File: config.mk
export PLATFORM = sky130hd
export DESIGN_NAME = pp_sdclk_gen
export DESIGN_NICKNAME = d
export VERILOG_FILES = /design/src/rtl/pp_sdclk_gen_pkg.sv /design/src/rtl/pp_sdclk_gen_dcntx8.sv /design/src/rtl/pp_sdclk_gen.sv
export SDC_FILE = /design/constraint.sdc
export NUM_CORES = 1
export LEC_CHECK = 0
export BUFFER_PORTS_ARGS = -buffer_cell sky130_fd_sc_hd__buf_2
export CAP_MARGIN = 20
export CORE_UTILIZATION = 50
export DETAILED_ROUTE_END_ITERATION = 16
export HOLD_SLACK_MARGIN = 0.06
export PLACE_DENSITY = 0.77
export REMOVE_ABC_BUFFERS = 1
export SLEW_MARGIN = 5
export SYNTH_ARGS = -nofsm -noshare
export SYNTH_HDL_FRONTEND = slang
export SYNTH_SLANG_ARGS = --single-unit
File: constraint.sdc
create_clock -name CLK -period 1.9 [get_ports CLK]
set_input_delay 0.285 -clock CLK [delete_from_list [all_inputs] [get_ports CLK]]
set_output_delay 0.285 -clock CLK [all_outputs]
set_load 0.02 [all_outputs]
File: src/rtl/pp_sdclk_gen_pkg.sv
// ----------------------------------------------------------------------------
// pp_sdclk_gen_pkg
//
// Shared constants for the SDIO card-clock generator:
//   - default divider width and init-burst length
//   - state encoding for the card-clock phase machine (IDLE / LOW / HIGH)
//   - width of the init-burst period counter
// ----------------------------------------------------------------------------
package pp_sdclk_gen_pkg;

    // Default width of the DIV input and of the half-period counter.
    localparam int SDCLK_DIV_W = 8;

    // Default number of SD_CLK periods in the power-on burst. The SD card
    // needs at least 74; 80 leaves some margin.
    localparam int SDCLK_INIT_CYCLES = 80;

    // The init-burst counter holds 1..255, so 8 bits are always enough.
    localparam int SDCLK_INIT_W = 8;

    // Card-clock phase machine encoding. Kept as plain constants so that
    // older tools and netlist readers see fixed binary values.
    localparam logic [1:0] ST_IDLE = 2'b00;  // parked, SD_CLK low
    localparam logic [1:0] ST_LOW  = 2'b01;  // running, low half-period
    localparam logic [1:0] ST_HIGH = 2'b10;  // running, high half-period

endpackage

File: src/rtl/pp_sdclk_gen_dcntx8.sv
// ----------------------------------------------------------------------------
// pp_dcntx8
//
// Loadable down-counter used as the SD_CLK half-period counter.
// LOAD has priority over EN. The counter never wraps on its own: the user
// only enables it while Q is non-zero.
//
// Ports:
//   CLK   in   system clock
//   CLR   in   asynchronous active-high reset, clears Q to 0
//   LOAD  in   load D into the counter on the next edge
//   EN    in   decrement by one on the next edge (ignored while LOAD)
//   D     in   [W-1:0] load value
//   Q     out  [W-1:0] current count
//   ZERO  out  high while Q == 0
// ----------------------------------------------------------------------------
module pp_dcntx8 #(
    parameter int W = 8
) (
    input  logic         CLK,
    input  logic         CLR,
    input  logic         LOAD,
    input  logic         EN,
    input  logic [W-1:0] D,
    output logic [W-1:0] Q,
    output logic         ZERO
);

    logic [W-1:0] cnt_reg;
    logic [W-1:0] cnt_next;

    always_comb begin
        cnt_next = cnt_reg;
        if (LOAD) begin
            cnt_next = D;
        end else if (EN) begin
            cnt_next = cnt_reg - {{(W-1){1'b0}}, 1'b1};
        end
    end

    always_ff @(posedge CLK or posedge CLR) begin
        if (CLR) begin
            cnt_reg <= '0;
        end else begin
            cnt_reg <= cnt_next;
        end
    end

    assign Q    = cnt_reg;
    assign ZERO = (cnt_reg == '0);

endmodule

File: src/rtl/pp_sdclk_gen.sv
// ----------------------------------------------------------------------------
// pp_sdclk_gen
//
// SD card clock generator. Divides CLK into SD_CLK with programmable
// half-period (DIV+1 CLK cycles per phase), produces single-cycle edge
// strobes aligned with the SD_CLK transitions, stops the card clock only
// in its low phase, and runs the power-on initialisation burst.
//
// Ports:
//   CLK        in   system clock
//   CLR        in   asynchronous active-high reset
//   DIV        in   [DIV_W-1:0] half-period minus 1, sampled at each reload
//   CLK_EN     in   software enable for the card clock
//   HOLD       in   backpressure, requests a clock stop
//   INIT_REQ   in   one-cycle pulse, starts the INIT_CYCLES burst
//   SD_CLK     out  card clock (registered)
//   RISE_STB   out  one-cycle strobe with the SD_CLK 0->1 transition
//   FALL_STB   out  one-cycle strobe with the SD_CLK 1->0 transition
//   CLK_IDLE   out  high while parked
//   INIT_BUSY  out  high while the init burst is active
//   INIT_DONE  out  one-cycle pulse, cycle after the final burst FALL_STB
// ----------------------------------------------------------------------------
module pp_sdclk_gen
    import pp_sdclk_gen_pkg::*;
#(
    parameter int DIV_W       = SDCLK_DIV_W,
    parameter int INIT_CYCLES = SDCLK_INIT_CYCLES
) (
    input  logic             CLK,
    input  logic             CLR,
    input  logic [DIV_W-1:0] DIV,
    input  logic             CLK_EN,
    input  logic             HOLD,
    input  logic             INIT_REQ,
    output logic             SD_CLK,
    output logic             RISE_STB,
    output logic             FALL_STB,
    output logic             CLK_IDLE,
    output logic             INIT_BUSY,
    output logic             INIT_DONE
);

    localparam logic [SDCLK_INIT_W-1:0] INIT_LOAD = SDCLK_INIT_W'(INIT_CYCLES);
    localparam logic [SDCLK_INIT_W-1:0] INIT_ONE  = {{(SDCLK_INIT_W-1){1'b0}}, 1'b1};

    // ------------------------------------------------------------------
    // Registers
    // ------------------------------------------------------------------
    logic [1:0]              state_reg,     state_next;
    logic                    sd_clk_reg,    sd_clk_next;
    logic                    rise_stb_reg,  rise_stb_next;
    logic                    fall_stb_reg,  fall_stb_next;
    logic                    clk_idle_reg,  clk_idle_next;
    logic                    init_busy_reg, init_busy_next;
    logic                    init_done_reg, init_done_next;
    logic [SDCLK_INIT_W-1:0] init_cnt_reg,  init_cnt_next;

    // Half-period counter interface
    logic             cnt_load;
    logic             cnt_en;
    logic [DIV_W-1:0] cnt_q;
    logic             cnt_zero;

    // The burst overrides software enable and backpressure.
    logic run;
    assign run = (CLK_EN & ~HOLD) | init_busy_reg;

    // ------------------------------------------------------------------
    // Half-period counter. Each phase reloads DIV on entry, so a DIV
    // change mid-phase only affects the following phase.
    // ------------------------------------------------------------------
    pp_dcntx8 #(
        .W (DIV_W)
    ) u_half_cnt (
        .CLK  (CLK),
        .CLR  (CLR),
        .LOAD (cnt_load),
        .EN   (cnt_en),
        .D    (DIV),
        .Q    (cnt_q),
        .ZERO (cnt_zero)
    );

    // ------------------------------------------------------------------
    // Card-clock phase machine
    // ------------------------------------------------------------------
    always_comb begin
        state_next    = state_reg;
        sd_clk_next   = sd_clk_reg;
        rise_stb_next = 1'b0;
        fall_stb_next = 1'b0;
        clk_idle_next = clk_idle_reg;
        cnt_load      = 1'b0;
        cnt_en        = 1'b0;

        case (state_reg)
            ST_IDLE: begin
                sd_clk_next = 1'b0;
                if (run) begin
                    state_next    = ST_LOW;
                    cnt_load      = 1'b1;
                    clk_idle_next = 1'b0;
                end
            end

            ST_LOW: begin
                // Stopping is only allowed here, where SD_CLK is already low,
                // so a stop never truncates a high pulse.
                if (!run) begin
                    state_next    = ST_IDLE;
                    clk_idle_next = 1'b1;
                end else if (cnt_zero) begin
                    state_next    = ST_HIGH;
                    sd_clk_next   = 1'b1;
                    rise_stb_next = 1'b1;
                    cnt_load      = 1'b1;
                end else begin
                    cnt_en = 1'b1;
                end
            end

            ST_HIGH: begin
                // The high phase always runs to completion regardless of run.
                if (cnt_zero) begin
                    state_next    = ST_LOW;
                    sd_clk_next   = 1'b0;
                    fall_stb_next = 1'b1;
                    cnt_load      = 1'b1;
                end else begin
                    cnt_en = 1'b1;
                end
            end

            default: begin
                state_next    = ST_IDLE;
                sd_clk_next   = 1'b0;
                clk_idle_next = 1'b1;
            end
        endcase
    end

    // ------------------------------------------------------------------
    // Init burst. The registered FALL_STB marks the end of each burst
    // period; the period that takes the count from 1 to 0 ends the burst
    // and produces INIT_DONE on the cycle after that FALL_STB.
    // ------------------------------------------------------------------
    always_comb begin
        init_busy_next = init_busy_reg;
        init_cnt_next  = init_cnt_reg;
        init_done_next = 1'b0;

        if (init_busy_reg) begin
            if (fall_stb_reg) begin
                init_cnt_next = init_cnt_reg - INIT_ONE;
                if (init_cnt_reg == INIT_ONE) begin
                    init_busy_next = 1'b0;
                    init_done_next = 1'b1;
                end
            end
        end else if (INIT_REQ) begin
            init_busy_next = 1'b1;
            init_cnt_next  = INIT_LOAD;
        end
    end

    // ------------------------------------------------------------------
    // State registers
    // ------------------------------------------------------------------
    always_ff @(posedge CLK or posedge CLR) begin
        if (CLR) begin
            state_reg     <= ST_IDLE;
            sd_clk_reg    <= 1'b0;
            rise_stb_reg  <= 1'b0;
            fall_stb_reg  <= 1'b0;
            clk_idle_reg  <= 1'b1;
            init_busy_reg <= 1'b0;
            init_done_reg <= 1'b0;
            init_cnt_reg  <= '0;
        end else begin
            state_reg     <= state_next;
            sd_clk_reg    <= sd_clk_next;
            rise_stb_reg  <= rise_stb_next;
            fall_stb_reg  <= fall_stb_next;
            clk_idle_reg  <= clk_idle_next;
            init_busy_reg <= init_busy_next;
            init_done_reg <= init_done_next;
            init_cnt_reg  <= init_cnt_next;
        end
    end

    assign SD_CLK    = sd_clk_reg;
    assign RISE_STB  = rise_stb_reg;
    assign FALL_STB  = fall_stb_reg;
    assign CLK_IDLE  = clk_idle_reg;
    assign INIT_BUSY = init_busy_reg;
    assign INIT_DONE = init_done_reg;

endmodule

==> impl_metrics.tcl, run 1 <==
set metrics [dict create \
    fin_cells 214 \
    hold_viol 0 \
    cts_made_buffers 3 \
    clkSinkCount 24 \
    synth-compound-area-share_pct 12.8 \
    cp_common_cell "buf_4" \
    ir_drop_mv 0.924 \
    synth_top_family_by_area "simple AND/OR/NAND/NOR gates" \
    grt_first_pass_wirelength_um 4460 \
    ys_warn_count 0 \
    wirelength_um 2840 \
    failed_checks "setup timing" \
    cts_buffer_depth 2 \
    diodes 0 \
    via_per_inst 5.60 \
    crit_chain "or4_4 -> or3_4 -> nand3_2 -> buf_4 -> buf_4 -> xnor2_1 -> o21ai_1" \
    relSlewSlack_pct 65.3 \
    synth_area_um2 1350 \
    dp_hpwl_um 2110 \
    row_count 18 \
    cp-start-kind "register" \
    die_area_um2 2920 \
    worst_pin_slew_ns 0.515 \
    skew_ns 0.00206 \
    slew_viol_final 0 \
    worstSetupPathType "register to register" \
    grt_max_degree 25 \
    vias 1199 \
    fin_crit_sh_pct 102 \
    grt_overflow 0 \
    ys_types 36 \
    drt_first_iter_violations 16 \
    fillers 184 \
    insertion_delay_ns 0.31 \
    ctsRootBufferMaster "clkbuf_4" \
    reg2reg_slack_ns -0.04 \
    pre_cts_ws_ns -0.112 \
    yosys.area_share.adder_pct 7.40 \
    ys_ff_latch 24 \
    grt.total_usage_pct 21.9 \
    drv_cap 0 \
    utilization_pct 68.2 \
    buffer_ports.inserted 18 \
    synthMuxAreaShare_pct 2.31 \
    drive_gt1_share_pct 32.1 \
    dp_cells 207 \
    finalSetupViolCount 8 \
    layout_setup_ws_ns -0.0442 \
    route.detailed.drc 0 \
    status "finished, violations left" \
    final_cell_mix "dfrtp_1 (23), buf_2 (18), buf_4 (18)" \
    dieHeight_um 54.0 \
    fmax_mhz 514 \
    synthCells 145 \
    critPathRequiredTime_ns 2.12 \
    p_per_area_nw_per_um2 1270 \
    antenna_found_initial 0 \
    cp_slowest_cell "or4_4" \
    synth_edf_count 0 \
    synth_xor_area_share_pct 5.83 \
    grt_pass1_vias 1103 \
    synth-async-reset-ratio_pct 100 \
    rsz0062_at_grt "true" \
    core_area_um2 2520 \
    slowest_delay_ns 0.55 \
    total_power_mw 2.18 \
    worstHoldPathType "input port to register" \
    crit_family "simple AND/OR/NAND/NOR gates" \
    gp_congestion 0.770 \
    ys_seq_area_share_pct 44.5 \
    ys.flop_type "dfrtp_1" \
    cts-htree-levels 1 \
    io_pins 19 \
    arrival_ns 2.16 \
    crit_fanout 5 \
    cts_tree "done" \
    synth_area_per_cell_um2 9.33 \
    wl_per_cell_um 13.3 \
    synth-simple-area-share_pct 21.9 \
    syn_to_final_growth_pct 27.2 \
    fin_crit_ns 1.94 \
    endpoint_kind "register" \
    ant_nets 0 \
    p_leak_nw 0.778 \
    dr.pass1.iters 4 \
    final_common_cell "dfrtp_1" \
    initial_core_util_pct 53.6 \
    final_nets 206 \
    die_x_um 54.0 \
    clkTransAtPathRegs_ns 0.12 \
    critPathBufInv 2 \
]
-- metal layers --
layer | vias up | wire length, µm | global-route usage, %
met5 | - | 0 | 0
met4 | 0 | 56 | 11.1
met3 | 7 | 89 | 2.82
met2 | 29 | 1500 | 40.7
met1 | 574 | 1200 | 23.9
li1 | 589 | - | -
-- what timing repair did --
action,in CTS,in global routing
buffers inserted,2,0
setup endpoints to repair,8,11
hold endpoints to repair,23,0
gates resized for setup,11,9
pin swaps,8,1
hold buffers,1,0
-- synth_stat cells (all sizes together), types with 2 or more instances --
master | instances | share of area (%)
nand3 | 5 | 1.8
clkbuf | 2 | 0.56
o21ai | 15 | 5.6
nor3 | 4 | 1.5
mux2i | 2 | 1.5
xor2 | 6 | 3.9
nand4 | 4 | 1.8
xnor2 | 3 | 1.9
a21oi | 4 | 1.5
or4 | 3 | 1.9
nor4 | 5 | 2.3
nor2 | 10 | 2.8
nand2b | 4 | 1.8
buf | 2 | 1.4
dfrtp | 23 | 43
ha | 8 | 7.4
nand2 | 15 | 4.2
inv | 12 | 3.3
or3 | 3 | 1.9
nor2b | 4 | 1.8
-- power breakdown --
part	total (mW)	internal, mW	leakage [nW]	switching [mW]
registers	0.758	0.648	0.286	0.110
clock network	0.266	0.117	0.0210	0.149
logic	1.16	0.554	0.471	0.606
total	2.18	1.32	0.778	0.864
-- area by class of cell --
type | instances | area [µm²] | area share, %
clock buffer | 4 | 36.3 | 2.11
inverter | 12 | 45.0 | 2.62
sequential | 24 | 602 | 35.0
tap | 30 | 37.5 | 2.18
multi-input combinational | 105 | 742 | 43.1
timing repair buffer | 39 | 258 | 15.0
-- cells by family (layout without fill, tap and decap cells) --
| kind of cell | Yosys count | in the layout |
|---|---|---|
| DFF | 24 | 24 |
| xor gates and xnor gates | 9 | 9 |
| adders and majority gates | 8 | 8 |
| AOI/OAI and AO/OA | 28 | 28 |
| and+or+nand+nor | 57 | 57 |
| buffers and inverters | 16 | 55 |
| muxes | 3 | 3 |
-- path summary, 6_finish.rpt --
kind | startpoint | endpoint | cells after the start
worst max-delay path | u_half_cnt.Q[4] | u_half_cnt.Q[0] | 7
worst max register to register | u_half_cnt.Q[4] | u_half_cnt.Q[0] | 7
worst min register to register | init_cnt_reg[7] | INIT_DONE | 1
min in group asynchronous | CLR | u_half_cnt.Q[7] | 4
max in group asynchronous | CLR | CLK_IDLE | 4
worst min-delay path | DIV[4] | u_half_cnt.Q[4] | 3
-- through the flow --
stage / setup TNS, ns / area (µm²) / hold slack, ns
6_report: -0.160 / 1720 / 0.166
5_1_grt: -0.877 / 1720 / 0.175
4_1_cts: -0.164 / 1670 / 0.162
3_5_place_dp: -0.384 / 1590 / 0.344
3_3_place_gp: -0.0558 / 1590 / 0.340
2_1_floorplan: -0.418 / 1330 / 0.299
-- worst min-delay path, cell delays in order --
cell	delay (ns)
buf_2	0.07
nand2_1	0.04
o21ai_1	0.06
Note: power is estimated with default switching activity, not from simulation.
==> inputs of run 2 (changes only) <==
Settings changed: PLACE_DENSITY 0.77 to 0.84.
==> impl_metrics.tcl, run 2 (synthesis results as in run 1) <==
set metrics [dict create \
    p_comb_share_pct 53.5 \
    slew_viol_final 0 \
    dr.pass1.iters 4 \
    final_cell_mix "dfrtp_1 (23), buf_4 (19), buf_2 (18)" \
    grt_max_degree 25 \
    grt_overflow 0 \
    gp_congestion 0.914 \
    io_pins 19 \
    die_area_um2 2920 \
    p_clk_share_pct 12.2 \
    cts-htree-levels 1 \
    power.switching_mw 0.847 \
    endpoint_kind "register" \
    intPower_mw 1.32 \
    status "finished, violations left" \
    switching_share_pct 39.1 \
    hold_slack_ns 0.168 \
    relSlewSlack_pct 66.6 \
    final_nets 206 \
    drt_first_iter_violations 14 \
    multi_input_area_um2 708 \
    reg2reg_slack_ns -0.06 \
    diodes 0 \
    p_leak_nw 0.765 \
    fillers 203 \
    hold_viol 0 \
    ctsRootBufferMaster "clkbuf_4" \
    core_area_um2 2520 \
    timing.rr.start "u_half_cnt.Q[4]" \
    grt_first_pass_wirelength_um 4490 \
    final_common_cell "dfrtp_1" \
    syn_to_final_growth_pct 24.4 \
    cts_buffer_depth 2 \
    layout_setup_ws_ns -0.0607 \
    arrival_ns 2.21 \
    worstHoldPathType "input port to register" \
    grt.total_usage_pct 21.8 \
    dieHeight_um 54.0 \
    wl_per_cell_um 13.8 \
    worstSetupPathType "register to register" \
    failed_checks "setup timing" \
    cts_made_buffers 3 \
    wirelength_um 2950 \
    dp_hpwl_um 2160 \
    fin_crit_sh_pct 103 \
    min_path_cells 3 \
    clkSinkCount 24 \
    rsz0062_at_grt "true" \
    seqPwrFrac_pct 34.3 \
    vias 1169 \
    p_per_area_nw_per_um2 1290 \
    worst_pin_slew_ns 0.496 \
    initial_core_util_pct 53.6 \
    grt_pass1_vias 1091 \
    ant_nets 0 \
    fmax_mhz 510 \
    row_count 18 \
    place_area_um2 1580 \
    clkTransAtPathRegs_ns 0.13 \
    drive_gt1_share_pct 28.3 \
    cp-start-kind "register" \
    holdPathEnd "u_half_cnt.Q[4]" \
    drv_cap 0 \
    route.detailed.drc 0 \
    finalSetupViolCount 6 \
    cts_tree "done" \
    fin_crit_ns 1.96 \
    via_per_inst 5.46 \
    skew_ns 0.00542 \
    crit_fanout 7 \
    ir_drop_mv 0.902 \
    rr_endpoint "u_half_cnt.Q[1]" \
    design_area_um2 1680 \
    antenna_found_initial 0 \
    buffer_ports.inserted 18 \
    regArea_um2 602 \
    hp-start "DIV[4]" \
    critPathRequiredTime_ns 2.15 \
    insertion_delay_ns 0.31 \
    die_x_um 54.0 \
    r2r_cells 5 \
]
[run 2: cell counts in the layout (fill, tap and decap cells not counted)]
No cell type changed its count.
[run 2: worst max-delay path, stage by stage, from the launching register on]
cell	delay (ns)
dfrtp_1	0.41
or4_4	0.55
or3_4	0.39
nand3_2	0.12
mux2_4	0.31
o21ai_1	0.12
[run 2: power groups by stage]
stage	Clock, mW	Combinational, mW	Sequential [mW]
after floorplan	0	0.565	0.778
after global placement	0	0.949	0.746
after detailed placement	0	1.00	0.755
after CTS	0.271	1.07	0.745
after global routing	0.302	1.28	0.758
final	0.264	1.16	0.744
[run 2: how the worst max path moves through the flow]
stage	endpoint	start	cells after the start	slack (ns)
floorplan	u_half_cnt.Q[1]	u_half_cnt.Q[2]	5	-0.16
global placement	u_half_cnt.Q[1]	u_half_cnt.Q[2]	5	-0.04
detailed placement	u_half_cnt.Q[1]	u_half_cnt.Q[2]	5	-0.14
CTS	u_half_cnt.Q[1]	u_half_cnt.Q[4]	5	-0.03
global route	u_half_cnt.Q[2]	u_half_cnt.Q[4]	6	-0.11
finish	u_half_cnt.Q[1]	u_half_cnt.Q[4]	5	-0.06
[run 2: repair_timing]
| item | 4_1_cts | 5_1_grt |
|---|---|---|
| hold buffers | 1 | 0 |
| setup endpoints to repair | 8 | 10 |
| hold endpoints to repair | 23 | 0 |
| setup buffers | 1 | 2 |
| pin swaps | 8 | 3 |
| resized for setup | 8 | 4 |
[run 2: per-layer routing]
metal  global-route usage [%]  vias to the layer above  routed length [µm]
met5                        0                        -                   0
met2                     42.4                       29                1580
met4                     10.7                        0                  42
li1                         -                      582                   -
met1                     22.1                      552                1230
met3                     3.39                        6                  88
[run 2: through the flow]
step / setup TNS (ns) / instances / setup WS (ns) / power (mW) / utilization [%]
after floorplan: -0.418 / 141 / -0.163 / 1.34 / -
after global placement: -0.130 / 206 / -0.0440 / 1.69 / 62.7
after detailed placement: -0.431 / 206 / -0.142 / 1.76 / 62.7
after CTS: -0.116 / 212 / -0.0336 / 2.09 / 65.3
after global routing: -0.674 / 214 / -0.111 / 2.34 / 66.7
final: -0.212 / 214 / -0.0607 / 2.17 / 66.7
[run 2: area by class of cell]
class	count	share of cell area, %
clock buffers	4	2.16
inverters	12	2.68
multi-input cells	105	42.1
flip-flops and latches	24	35.8
well taps	30	2.23
repair buffers	39	15.1
==> inputs of run 3 (changes only) <==
Settings changed: CORE_MARGIN set to 5, GPL_ROUTABILITY_DRIVEN set to 0, SYNTH_HIERARCHICAL set to 1.
==> impl_metrics.tcl, run 3 <==
set metrics [dict create \
    final_cell_mix "buf_4 (29), dfrtp_1 (23), buf_2 (18)" \
    clkSinkCount 24 \
    fillers 177 \
    wl_per_cell_um 15.3 \
    finalSetupViolCount 6 \
    pre_cts_ws_ns -0.282 \
    yosys.area.top_type_share_pct 42.8 \
    insertion_delay_ns 0.32 \
    synthTopCellsByCount "dfrtp_1 (23), inv_1 (14), nand2_1 (13)" \
    fin_crit_sh_pct 108 \
    p_clk_share_pct 15.2 \
    die_area_um2 3830 \
    via_per_inst 5.49 \
    p_per_area_nw_per_um2 1340 \
    skew_ns 0.0162 \
    ys_types 45 \
    drv_cap 0 \
    drive_gt1_share_pct 37.9 \
    synth-async-reset-ratio_pct 100 \
    core_area_um2 2520 \
    buffer_ports.inserted 18 \
    diodes 0 \
    die_x_um 61.9 \
    synth_area_per_cell_um2 9.61 \
    layout_setup_ws_ns -0.146 \
    ys_warn_count 6 \
    route.detailed.drc 0 \
    antenna_found_initial 0 \
    arrival_ns 2.30 \
    yosys.area.top_type "dfrtp_1" \
    yosys-top-cells-area "dfrtp_1 (43%), ha_1 (7.4%), o21ai_0 (4.1%)" \
    syn_to_final_growth_pct 36.7 \
    ys_seq_area_share_pct 44.7 \
    ys_ff_latch 24 \
    ctsRootBufferMaster "clkbuf_4" \
    cts_made_buffers 3 \
    hold_viol 0 \
    rsz0062_at_grt "true" \
    final_nets 212 \
    multi_input_area_um2 764 \
    vias 1208 \
    switching_share_pct 36.3 \
    fin_crit_ns 2.05 \
    cts_tree "done" \
    grt.total_usage_pct 19.3 \
    dieHeight_um 61.9 \
    slew_viol_final 0 \
    reg2reg_slack_ns -0.15 \
    row_count 18 \
    failed_checks "setup timing" \
    intPower_mw 1.56 \
    synth_area_um2 1350 \
    total_power_mw 2.45 \
    ys.flop_type "dfrtp_1" \
    cp-start-kind "register" \
    crit_fanout 5 \
    initial_core_util_pct 53.3 \
    grt_max_degree 17 \
    worst_pin_slew_ns 0.616 \
    ir_drop_mv 0.939 \
    fmax_mhz 489 \
    final_common_cell "buf_4" \
    status "finished, violations left" \
    drt_first_iter_violations 61 \
    p_leak_nw 0.878 \
    grt_overflow 0 \
    grt_pass1_vias 1281 \
    ant_nets 0 \
    dp_hpwl_um 2350 \
    regArea_um2 602 \
    critPathRequiredTime_ns 2.16 \
    io_pins 19 \
    worstSetupPathType "register to register" \
    dr.pass1.iters 4 \
    grt_first_pass_wirelength_um 5360 \
    relSlewSlack_pct 58.9 \
    p_comb_share_pct 54.6 \
    clkTransAtPathRegs_ns 0.15 \
    endpoint_kind "register" \
    cts_buffer_depth 2 \
    synthCells 140 \
    seqPwrFrac_pct 30.2 \
    power.switching_mw 0.892 \
    synth_edf_count 0 \
    wirelength_um 3370 \
    cts-htree-levels 1 \
    yosysMostFrequentCell "dfrtp_1" \
    worstHoldPathType "input port to register" \
]
==> run 3: changes by cell type in the layout (fill, tap and decap cells not counted), moves of 3 or more <==
cell	previous run	this run
and2_1	0	3
buf_4	19	29
nand2_1	15	12
nand4_1	4	1
nor2_1	10	6
nor4_1	4	0
o21ai_0	9	5
or3_1	1	4
xor2_1	6	2
==> run 3: power by group through the flow <==
stage	clock (mW)	combinational [mW]	sequential (mW)
floorplan	0	0.522	0.769
global placement	0	1.03	0.730
detailed placement	0	1.09	0.740
CTS	0.377	1.30	0.731
global route	0.390	1.44	0.752
finish	0.374	1.34	0.741
==> run 3: layout make-up <==
type                            count  area share [%]
Tap cell                           30            2.04
Clock inverter                      1            1.63
Sequential cell                    24            32.7
Clock buffer                        3            1.23
Multi-Input combinational cell     99            41.6
Timing Repair Buffer               49            17.9
Inverter                           14            2.86
==> run 3: metal layers <==
layer / vias to the layer above / wire [µm] / GRT usage (%)
met1: 569 / 1350 / 20.3
met2: 36 / 1800 / 37.4
met4: 0 / 82 / 8.79
met3: 8 / 134 / 2.48
met5: - / 0 / 0
li1: 595 / - / -
==> run 3: through the flow <==
stage	utilization, %	instances	hold slack (ns)	instance area (µm²)	TNS, ns
final	72.9	220	0.166	1840	-0.498
after global routing	72.9	220	0.175	1840	-1.22
after floorplan	-	137	0.101	1330	-3.20
after global placement	66.3	212	0.247	1670	-0.622
after CTS	72.7	221	0.167	1830	-0.414
after detailed placement	66.3	212	0.255	1670	-1.35
==> run 3: critical path, cell delays in order (launching register included) <==
cell and delay (ns):
dfrtp_1 0.38, inv_1 0.06, ha_1 0.19, and4_4 0.17, nor2b_1 0.10, o21ai_1 0.09
a21boi_1 0.23, buf_4 0.18, nand2_1 0.09, or4_4 0.42, nand3_2 0.07
==> run 3: final timing paths <==
kind,cells past startpoint,to,start
worst min-delay path,3,u_half_cnt/Q[1],DIV[1]
worst max register to register,10,u_half_cnt/Q[6],u_half_cnt/Q[0]
worst min register to register,1,init_cnt_reg[5],init_cnt_reg[5]
min in group asynchronous,3,u_half_cnt/Q[5],CLR
worst max-delay path,10,u_half_cnt/Q[6],u_half_cnt/Q[0]
max in group asynchronous,3,init_cnt_reg[6],CLR
==> run 3: cells by family after synthesis <==
logic type,after synthesis,synth area share [%]
xor gates and xnor gates,6,3.91
buffers and inverters,17,4.74
AOI/OAI and AO/OA,28,13.5
and+or+nand+nor,56,24.9
muxes,1,0.744
adders and majority gates,8,7.44
DFF,24,44.7
==> run 3: what timing repair did <==
| item | 4_1_cts | 5_1_grt |
|---|---|---|
| resized for setup | 20 | 3 |
| setup buffers | 4 | 2 |
| pin swaps | 10 | 6 |
| hold buffers | 1 | 0 |
| endpoints found under the setup margin | 8 | 10 |
| endpoints found under the hold margin | 23 | 0 |
